$ cat src/rtl/adc08xx_pkg.sv
// Shared types and derived timing for the ADC0808/0809 scan controller.
// All constants are in system-clock cycles unless the name says otherwise.
package adc08xx_pkg;

   typedef enum logic [2:0] {
      IDLE,
      SETUP,
      LATCH,
      WAIT_FALL,
      WAIT_RISE,
      READ,
      NEXT,
      FRAME_WAIT
   } state_t;

   typedef struct packed {
      logic       found;
      logic [2:0] ch;
   } ch_sel_t;

   function automatic int max2(input int a, input int b);
      return (a > b) ? a : b;
   endfunction

   // Half period of the ADC clock; clk_fre in MHz, adc_clk_fre in kHz.
   function automatic int calc_half(input int clk_fre, input int adc_clk_fre);
      return clk_fre * 500 / adc_clk_fre;
   endfunction

   // ALE/START width of about 200 ns, never shorter than one cycle.
   function automatic int calc_st_cyc(input int clk_fre);
      return max2(1, clk_fre / 5);
   endfunction

   // OE is held for two full ADC clock periods.
   function automatic int calc_oe_cyc(input int half);
      return 2 * 2 * half;
   endfunction

   function automatic int calc_frame_cyc(input int clk_fre, input int frame_fre);
      return 1_000_000 * clk_fre / frame_fre;
   endfunction

   function automatic int calc_eoc_fall_to(input int clk_fre);
      return clk_fre * 10;
   endfunction

   function automatic int calc_conv_to(input int clk_fre, input int conv_to_us);
      return clk_fre * conv_to_us;
   endfunction

   // Lowest enabled channel strictly above cur; pass cur = -1 for the first one.
   function automatic ch_sel_t next_enabled_ch(input logic [7:0] mask, input int cur);
      ch_sel_t sel;
      sel = '0;
      for (int i = 7; i >= 0; i--) begin
         if (mask[i] && (i > cur)) begin
            sel.found = 1'b1;
            sel.ch    = 3'(i);
         end
      end
      return sel;
   endfunction

endpackage

$ cat src/rtl/adc08xx_scan_if.sv
// Board-side pin bundle of an ADC0808/0809-class converter.
// master = scan controller, slave = converter (or its model).
interface adc08xx_scan_if #(
   parameter int DATA_W = 8
);
   logic [2:0]        adc_addr;
   logic              adc_ale;
   logic              adc_st;
   logic              adc_oe;
   logic              adc_clk;
   logic              adc_eoc;
   logic [DATA_W-1:0] adc_db;

   modport master (
      output adc_addr, adc_ale, adc_st, adc_oe, adc_clk,
      input  adc_eoc, adc_db
   );

   modport slave (
      input  adc_addr, adc_ale, adc_st, adc_oe, adc_clk,
      output adc_eoc, adc_db
   );
endinterface

$ cat src/rtl/adc_clk_div.sv
// Free-running 50% duty clock divider: output toggles every HALF input cycles.
// Generic enough to clock other ADC/DAC front ends.
module adc_clk_div #(
   parameter int HALF = 39
) (
   input  logic clk,
   input  logic rst,
   output logic adc_clk
);
   localparam int CNT_W = (HALF > 1) ? $clog2(HALF) : 1;
   localparam logic [CNT_W-1:0] CNT_LAST = CNT_W'(HALF - 1);

   logic [CNT_W-1:0] cnt;

   // NOTE: sequential state uses non-blocking assignments so every flop samples pre-edge values.
   always_ff @(posedge clk) begin
      if (rst) begin
         cnt     <= '0;
         adc_clk <= 1'b0;
      end else if (cnt == CNT_LAST) begin
         cnt     <= '0;
         adc_clk <= ~adc_clk;
      end else begin
         cnt <= cnt + 1'b1;
      end
   end

endmodule

$ cat src/rtl/adc08xx_scan.sv
// Multi-channel scan controller for ADC0808/0809: drives ALE/START/OE, waits on EOC,
// streams samples and keeps the last good value of every channel.
module adc08xx_scan
   import adc08xx_pkg::*;
#(
   parameter int CLK_FRE     = 50,
   parameter int ADC_CLK_FRE = 640,
   parameter int FRAME_FRE   = 1000,
   parameter int CH_NUM      = 8,
   parameter int DATA_W      = 8,
   parameter int CONV_TO_US  = 200
) (
   input  logic                           clk,
   input  logic                           rst,
   input  logic                           start,
   input  logic                           cont,
   input  logic [CH_NUM-1:0]              ch_mask,
   output logic                           busy,
   output logic                           frame_done,
   output logic                           smp_valid,
   output logic [2:0]                     smp_ch,
   output logic [DATA_W-1:0]              smp_data,
   output logic [CH_NUM-1:0][DATA_W-1:0]  ch_data,
   output logic                           err_timeout,
   output logic [2:0]                     err_ch,
   adc08xx_scan_if.master                 adc
);

   localparam int HALF        = calc_half(CLK_FRE, ADC_CLK_FRE);
   localparam int ST_CYC      = calc_st_cyc(CLK_FRE);
   localparam int OE_CYC      = calc_oe_cyc(HALF);
   localparam int EOC_FALL_TO = calc_eoc_fall_to(CLK_FRE);
   localparam int CONV_TO     = calc_conv_to(CLK_FRE, CONV_TO_US);
   localparam int FRAME_CYC   = calc_frame_cyc(CLK_FRE, FRAME_FRE);

   localparam int TMR_MAX = max2(max2(ST_CYC, OE_CYC), max2(EOC_FALL_TO, CONV_TO));
   localparam int TMR_W   = $clog2(TMR_MAX + 1);
   localparam int FCNT_W  = $clog2(FRAME_CYC + 1);

   localparam logic [TMR_W-1:0]  ST_LAST    = TMR_W'(ST_CYC - 1);
   localparam logic [TMR_W-1:0]  OE_LAST    = TMR_W'(OE_CYC - 1);
   localparam logic [TMR_W-1:0]  FALL_LAST  = TMR_W'(EOC_FALL_TO - 1);
   localparam logic [TMR_W-1:0]  CONV_LAST  = TMR_W'(CONV_TO - 1);
   localparam logic [FCNT_W-1:0] FRAME_LAST = FCNT_W'(FRAME_CYC - 1);

   state_t              state;
   logic [TMR_W-1:0]    tmr;
   logic [FCNT_W-1:0]   frame_cnt;
   logic [CH_NUM-1:0]   mask_q;
   logic                cont_q;
   logic [2:0]          addr_q;
   logic                ale_q;
   logic                st_q;
   logic                oe_q;
   logic                adc_clk_int;
   logic [1:0]          eoc_sync;
   logic                eoc_s;

   logic [7:0]          mask_ext;
   logic [7:0]          mask_q_ext;
   logic                restart_due;
   logic                launch;
   ch_sel_t             first_sel;
   ch_sel_t             next_sel;

   adc_clk_div #(
      .HALF(HALF)
   ) u_clk_div (
      .clk     (clk),
      .rst     (rst),
      .adc_clk (adc_clk_int)
   );

   assign adc.adc_clk  = adc_clk_int;
   assign adc.adc_addr = addr_q;
   assign adc.adc_ale  = ale_q;
   assign adc.adc_st   = st_q;
   assign adc.adc_oe   = oe_q;

   // EOC comes straight from the converter, so it is brought into the clk domain first.
   always_ff @(posedge clk) begin
      if (rst) eoc_sync <= '0;
      else     eoc_sync <= {eoc_sync[0], adc.adc_eoc};
   end
   assign eoc_s = eoc_sync[1];

   // Channels at or above CH_NUM are zero here and can never be selected.
   assign mask_ext   = 8'(ch_mask);
   assign mask_q_ext = 8'(mask_q);

   always_comb begin
      // NOTE: conditionally written signals get a default first, otherwise a latch is inferred.
      restart_due = 1'b0;
      if ((state == FRAME_WAIT) && cont && (frame_cnt == FRAME_LAST))
         restart_due = 1'b1;
      launch    = ((state == IDLE) && start) || restart_due;
      first_sel = next_enabled_ch(mask_ext, -1);
      next_sel  = next_enabled_ch(mask_q_ext, int'(addr_q));
   end

   always_ff @(posedge clk) begin
      if (rst) begin
         state       <= IDLE;
         tmr         <= '0;
         frame_cnt   <= '0;
         mask_q      <= '0;
         cont_q      <= 1'b0;
         addr_q      <= '0;
         ale_q       <= 1'b0;
         st_q        <= 1'b0;
         oe_q        <= 1'b0;
         busy        <= 1'b0;
         frame_done  <= 1'b0;
         smp_valid   <= 1'b0;
         smp_ch      <= '0;
         smp_data    <= '0;
         // NOTE: the result array is a handful of flops, so it is cleared by reset like any other register.
         ch_data     <= '0;
         err_timeout <= 1'b0;
         err_ch      <= '0;
      end else begin
         frame_done <= 1'b0;
         smp_valid  <= 1'b0;
         if (frame_cnt != FRAME_LAST)
            frame_cnt <= frame_cnt + 1'b1;

         if (launch) begin
            // Frame start, shared by a user start and a continuous-mode restart.
            mask_q      <= ch_mask;
            cont_q      <= cont;
            err_timeout <= 1'b0;
            frame_cnt   <= '0;
            tmr         <= '0;
            if (first_sel.found) begin
               addr_q <= first_sel.ch;
               busy   <= 1'b1;
               state  <= SETUP;
            end else begin
               frame_done <= 1'b1;
               busy       <= 1'b0;
               state      <= IDLE;
            end
         end else begin
            unique case (state)
               IDLE: ;

               SETUP: begin
                  ale_q <= 1'b1;
                  st_q  <= 1'b1;
                  tmr   <= '0;
                  state <= LATCH;
               end

               LATCH: begin
                  if (tmr == ST_LAST) begin
                     ale_q <= 1'b0;
                     st_q  <= 1'b0;
                     tmr   <= '0;
                     state <= WAIT_FALL;
                  end else begin
                     tmr <= tmr + 1'b1;
                  end
               end

               // A missed falling edge is tolerated: the rising-edge wait still bounds the conversion.
               WAIT_FALL: begin
                  if (!eoc_s || (tmr == FALL_LAST)) begin
                     tmr   <= '0;
                     state <= WAIT_RISE;
                  end else begin
                     tmr <= tmr + 1'b1;
                  end
               end

               WAIT_RISE: begin
                  if (eoc_s) begin
                     oe_q  <= 1'b1;
                     tmr   <= '0;
                     state <= READ;
                  end else if (tmr == CONV_LAST) begin
                     err_timeout <= 1'b1;
                     err_ch      <= addr_q;
                     state       <= NEXT;
                  end else begin
                     tmr <= tmr + 1'b1;
                  end
               end

               READ: begin
                  if (tmr == OE_LAST) begin
                     oe_q      <= 1'b0;
                     smp_valid <= 1'b1;
                     smp_ch    <= addr_q;
                     smp_data  <= adc.adc_db;
                     for (int i = 0; i < CH_NUM; i++) begin
                        if (addr_q == 3'(i))
                           ch_data[i] <= adc.adc_db;
                     end
                     state <= NEXT;
                  end else begin
                     tmr <= tmr + 1'b1;
                  end
               end

               NEXT: begin
                  if (next_sel.found) begin
                     addr_q <= next_sel.ch;
                     state  <= SETUP;
                  end else begin
                     frame_done <= 1'b1;
                     if (cont_q) begin
                        state <= FRAME_WAIT;
                     end else begin
                        busy  <= 1'b0;
                        state <= IDLE;
                     end
                  end
               end

               // An overrun leaves frame_cnt saturated at FRAME_LAST, so the restart fires at once.
               FRAME_WAIT: begin
                  if (!cont) begin
                     busy  <= 1'b0;
                     state <= IDLE;
                  end
               end

               default: state <= IDLE;
            endcase
         end
      end
   end

endmodule

$ cat src/flat_wrapper.sv
// flat-port wrapper written by rule: the top's interface ports become plain ports
module adc08xx_scan_flat import adc08xx_pkg::*;
#(
   parameter int CLK_FRE     = 50,
   parameter int ADC_CLK_FRE = 640,
   parameter int FRAME_FRE   = 1000,
   parameter int CH_NUM      = 8,
   parameter int DATA_W      = 8,
   parameter int CONV_TO_US  = 200
)
  (clk, rst, start, cont, ch_mask, busy, frame_done, smp_valid, smp_ch, smp_data, ch_data, err_timeout, err_ch, adc_adc_addr, adc_adc_ale, adc_adc_st, adc_adc_oe, adc_adc_clk, adc_adc_eoc, adc_adc_db);
  adc08xx_scan_if #(.DATA_W(DATA_W)) adc_i ();
  input  logic clk;
  input  logic rst;
  input  logic start;
  input  logic cont;
  input  logic [CH_NUM-1:0] ch_mask;
  output logic busy;
  output logic frame_done;
  output logic smp_valid;
  output logic [2:0] smp_ch;
  output logic [DATA_W-1:0] smp_data;
  output logic [CH_NUM-1:0][DATA_W-1:0] ch_data;
  output logic err_timeout;
  output logic [2:0] err_ch;
  output wire logic [$bits(adc_i.adc_addr)-1:0] adc_adc_addr;
  output wire logic [$bits(adc_i.adc_ale)-1:0] adc_adc_ale;
  output wire logic [$bits(adc_i.adc_st)-1:0] adc_adc_st;
  output wire logic [$bits(adc_i.adc_oe)-1:0] adc_adc_oe;
  output wire logic [$bits(adc_i.adc_clk)-1:0] adc_adc_clk;
  input wire logic [$bits(adc_i.adc_eoc)-1:0] adc_adc_eoc;
  input wire logic [$bits(adc_i.adc_db)-1:0] adc_adc_db;
  assign adc_adc_addr = adc_i.adc_addr;
  assign adc_adc_ale = adc_i.adc_ale;
  assign adc_adc_st = adc_i.adc_st;
  assign adc_adc_oe = adc_i.adc_oe;
  assign adc_adc_clk = adc_i.adc_clk;
  assign adc_i.adc_eoc = adc_adc_eoc;
  assign adc_i.adc_db = adc_adc_db;
  adc08xx_scan #(.CLK_FRE(CLK_FRE), .ADC_CLK_FRE(ADC_CLK_FRE), .FRAME_FRE(FRAME_FRE), .CH_NUM(CH_NUM), .DATA_W(DATA_W), .CONV_TO_US(CONV_TO_US)) u_core (.clk(clk), .rst(rst), .start(start), .cont(cont), .ch_mask(ch_mask), .busy(busy), .frame_done(frame_done), .smp_valid(smp_valid), .smp_ch(smp_ch), .smp_data(smp_data), .ch_data(ch_data), .err_timeout(err_timeout), .err_ch(err_ch), .adc(adc_i));
endmodule
$ cat config.mk
export PLATFORM = sky130hd
export DESIGN_NAME = adc08xx_scan_flat
export DESIGN_NICKNAME = d
export VERILOG_FILES = /design/src/rtl/adc08xx_pkg.sv /design/src/rtl/adc08xx_scan_if.sv /design/src/rtl/adc_clk_div.sv /design/src/rtl/adc08xx_scan.sv /design/src/flat_wrapper.sv
export SDC_FILE = /design/constraint.sdc
export NUM_CORES = 1
export LEC_CHECK = 0
export CORE_MARGIN = 2
export CORE_UTILIZATION = 59
export CTS_BUF_LIST = sky130_fd_sc_hd__clkbuf_2
export DETAILED_ROUTE_END_ITERATION = 12
export PLACE_DENSITY_LB_ADDON = 0.25
export SKIP_LAST_GASP = 1
export SLEW_MARGIN = 20
export SYNTH_ARGS = -nofsm -noshare
export SYNTH_HDL_FRONTEND = slang
export SYNTH_HIERARCHICAL = 1
export SYNTH_SLANG_ARGS = --single-unit
export TNS_END_PERCENT = 50
$ cat constraint.sdc
create_clock -name clk -period 6.5 [get_ports clk]
set_input_delay 0.975 -clock clk [delete_from_list [all_inputs] [get_ports clk]]
set_output_delay 0.975 -clock clk [all_outputs]
set_load 0.01 [all_outputs]
==> metrics.cfg <==
[yosys]
async_flop_share_pct=0
syn_avg_cell_area_um2=8.88
synth.yosys.warnings=6
netlist_area_um2=6090
synth-edff-count=0
synthFlopType=dfxtp_1
synth_cell_type_count=63
syn-num-nets=712
syn_inst=686
ys_ff_latch=137
seq_area_frac_synth_pct=45.0

[global_route]
grt_max_degree=101
antenna_found_initial=0
overflow=0
grt_pass1_wl_mm=24.2
grt_usage_pct=27.1
grt_pass1_vias=5072

[cts]
cts_resized=0
cts.sinks=137
post_cts_buffers=0
cts_buffers=17
path_clk_slew_ns=0.18
clockRootBuffer=clkbuf_2
hold_buffers=0
worst_skew_pair.late_latency_ns=0.70
cts.htree.levels=4
cts_tree=done
max-clock-path-buffers=2

[floorplanning]
io_pins=110
initial_utilization_pct=59.8
die-area_um2=11200
die_w_um=106
die_h_um=106
std_cell_rows=37
placeableCoreArea_um2=10200

[worst_hold_path]
hold_path.startpoint=u_core/eoc_sync[0]
min_path_type=register to register

[cells_and_area]
diodes=0
final_net_count=795
fillerInstances=776
drive_gt1_share_pct=6.91
syn2layout_area_growth_pct=21.3
final_util_pct=72.5
layout_commonest_cell=dfxtp_1
final_cell_mix=dfxtp_1, nor2_1, clkdlybuf4s50_1

[sta]
fin_crit_sh_pct=53.8
timing.fmax_mhz=286
rsz0062_at_grt=no
maxSlewViolCount=0
setup_tns_ns=0
worst_pin_slew_ns=0.983
relSlewSlack_pct=34.0
fin_skew_ns=0.0271
finalCriticalPeriod_ns=3.50
hold_viol_final=0
setup_viol=0

[flow_run]
maxCapViolCount=0

[place]
place.gp.congestion=0.877
io_buffers=109
place_hpwl_mm=10.2

[worst_setup_path]
crit_start=u_core/frame_cnt[4]
crit_required_ns=7.03
critPathLaunchType=register
cp.arrival_ns=4.03
worstPathMaxFanout=29
crit_type=register to register
cp-end-kind=register
regToRegStartpoint=u_core/frame_cnt[4]

[power_and_ir_drop]
leakage_nw=2.66
power_density_nw_per_um2=198
ir_drop_uv=148

[drt]
ant_nets=0
wl_mm=14.8
drt_iter0_drc=298
drc=0
wl_per_cell_um=16.1
dr.pass1.iters=5
vias_per_cell=5.80
num_vias=5323

[outcome]
status=completed

per-layer routing:
metal | up-vias | track usage [%] | routed length (um)
met4 | 0 | 9.21 | 272
met1 | 2518 | 32.2 | 6200
met3 | 29 | 11.1 | 1260
met2 | 182 | 44.5 | 7080
li1 | 2594 | - | -
met5 | - | 0 | 0
critical path, stage by stage, from the launching register on:
cell and delay (ns):
dfxtp_1 0.39, or4b_2 0.69, nor4_2 0.78, a21oi_1 0.49, nand2_1 0.86, a211oi_1 0.13
path summary, 6_finish.rpt:
path | cells past startpoint | slack (ns) | end
worst max-delay path | 5 | 3.00 | u_core/tmr[7]
worst min-delay path | 1 | 0.46 | u_core/eoc_sync[1]
worst max register to register | 5 | 3.00 | u_core/tmr[7]
worst min register to register | 1 | 0.46 | u_core/eoc_sync[1]
power by group:
group          leakage (nW)  switching [mW]  total, mW  internal, mW
logic                  1.43          0.0811      0.135        0.0540
registers              1.11          0.0239      0.877         0.853
clock network         0.126           0.306      0.449         0.143
cell usage after synthesis (3+ instances only):
library cell,number,area (um^2)
dfxtp_1,137,2740
nor2_1,114,428
mux2i_1,67,671
nand2_1,62,233
clkbuf_1,38,143
a21oi_1,28,140
nand3_1,21,105
or4_1,17,128
a211oi_1,15,113
nor3_1,15,75.1
o31ai_1,14,105
inv_1,12,45.0
o21ai_0,10,50.1
nand4_1,9,56.3
xnor2_1,9,78.8
xor2_1,9,78.8
or3_1,8,50.1
nand2b_1,7,43.8
nor2b_1,7,43.8
a311oi_1,6,52.6
buf_2,6,30.0
nor4_1,6,37.5
and3_1,5,31.3
ha_1,5,62.6
and4_1,3,26.3
nor4_4,3,63.8
o211ai_1,3,22.5
or2_2,3,18.8
or4_4,3,33.8
layout make-up:
class	instances	area, um^2	share of cell area [%]
inverters	12	45.0	0.610
repair buffers	113	1120	15.1
clock buffers	21	105	1.42
multi-input cells	488	3110	42.1
well taps	136	170	2.30
flip-flops and latches	137	2740	37.1
clock inverters	11	100	1.36
state kept, by name, indices dropped and copies added (netlist names), 2 cells and up:
signal,count
u_core/frame_cnt,16
u_core/mask_q,7
u_core/adc.adc_addr,3
u_core/err_ch,3
u_core/ch_data,64
u_core/smp_ch,3
u_core/u_clk_div/cnt,6
u_core/smp_data,8
u_core/state,3
u_core/tmr,14
u_core/eoc_sync,2
metrics by stage:
step	power, mW	hold WS (ns)	cell area [um^2]	instances	worst slack [ns]
floorplan	0.981	0.414	6090	686	3.83
global placement	1.02	0.422	7180	886	2.86
detailed placement	1.03	0.427	7180	886	2.69
CTS	1.47	0.457	7390	918	3.01
global route	1.52	0.468	7390	918	2.70
finish	1.46	0.457	7390	918	3.00
logic make-up after synthesis:
logic type | synth area share [%]
xor gates and xnor gates | 2.59
muxes | 11.0
AOI/OAI and AO/OA | 11.4
and+or+nand+nor | 24.8
DFF | 45.0
adders and majority gates | 1.03
buffers and inverters | 4.13
Power figures use the tool's default switching activity.
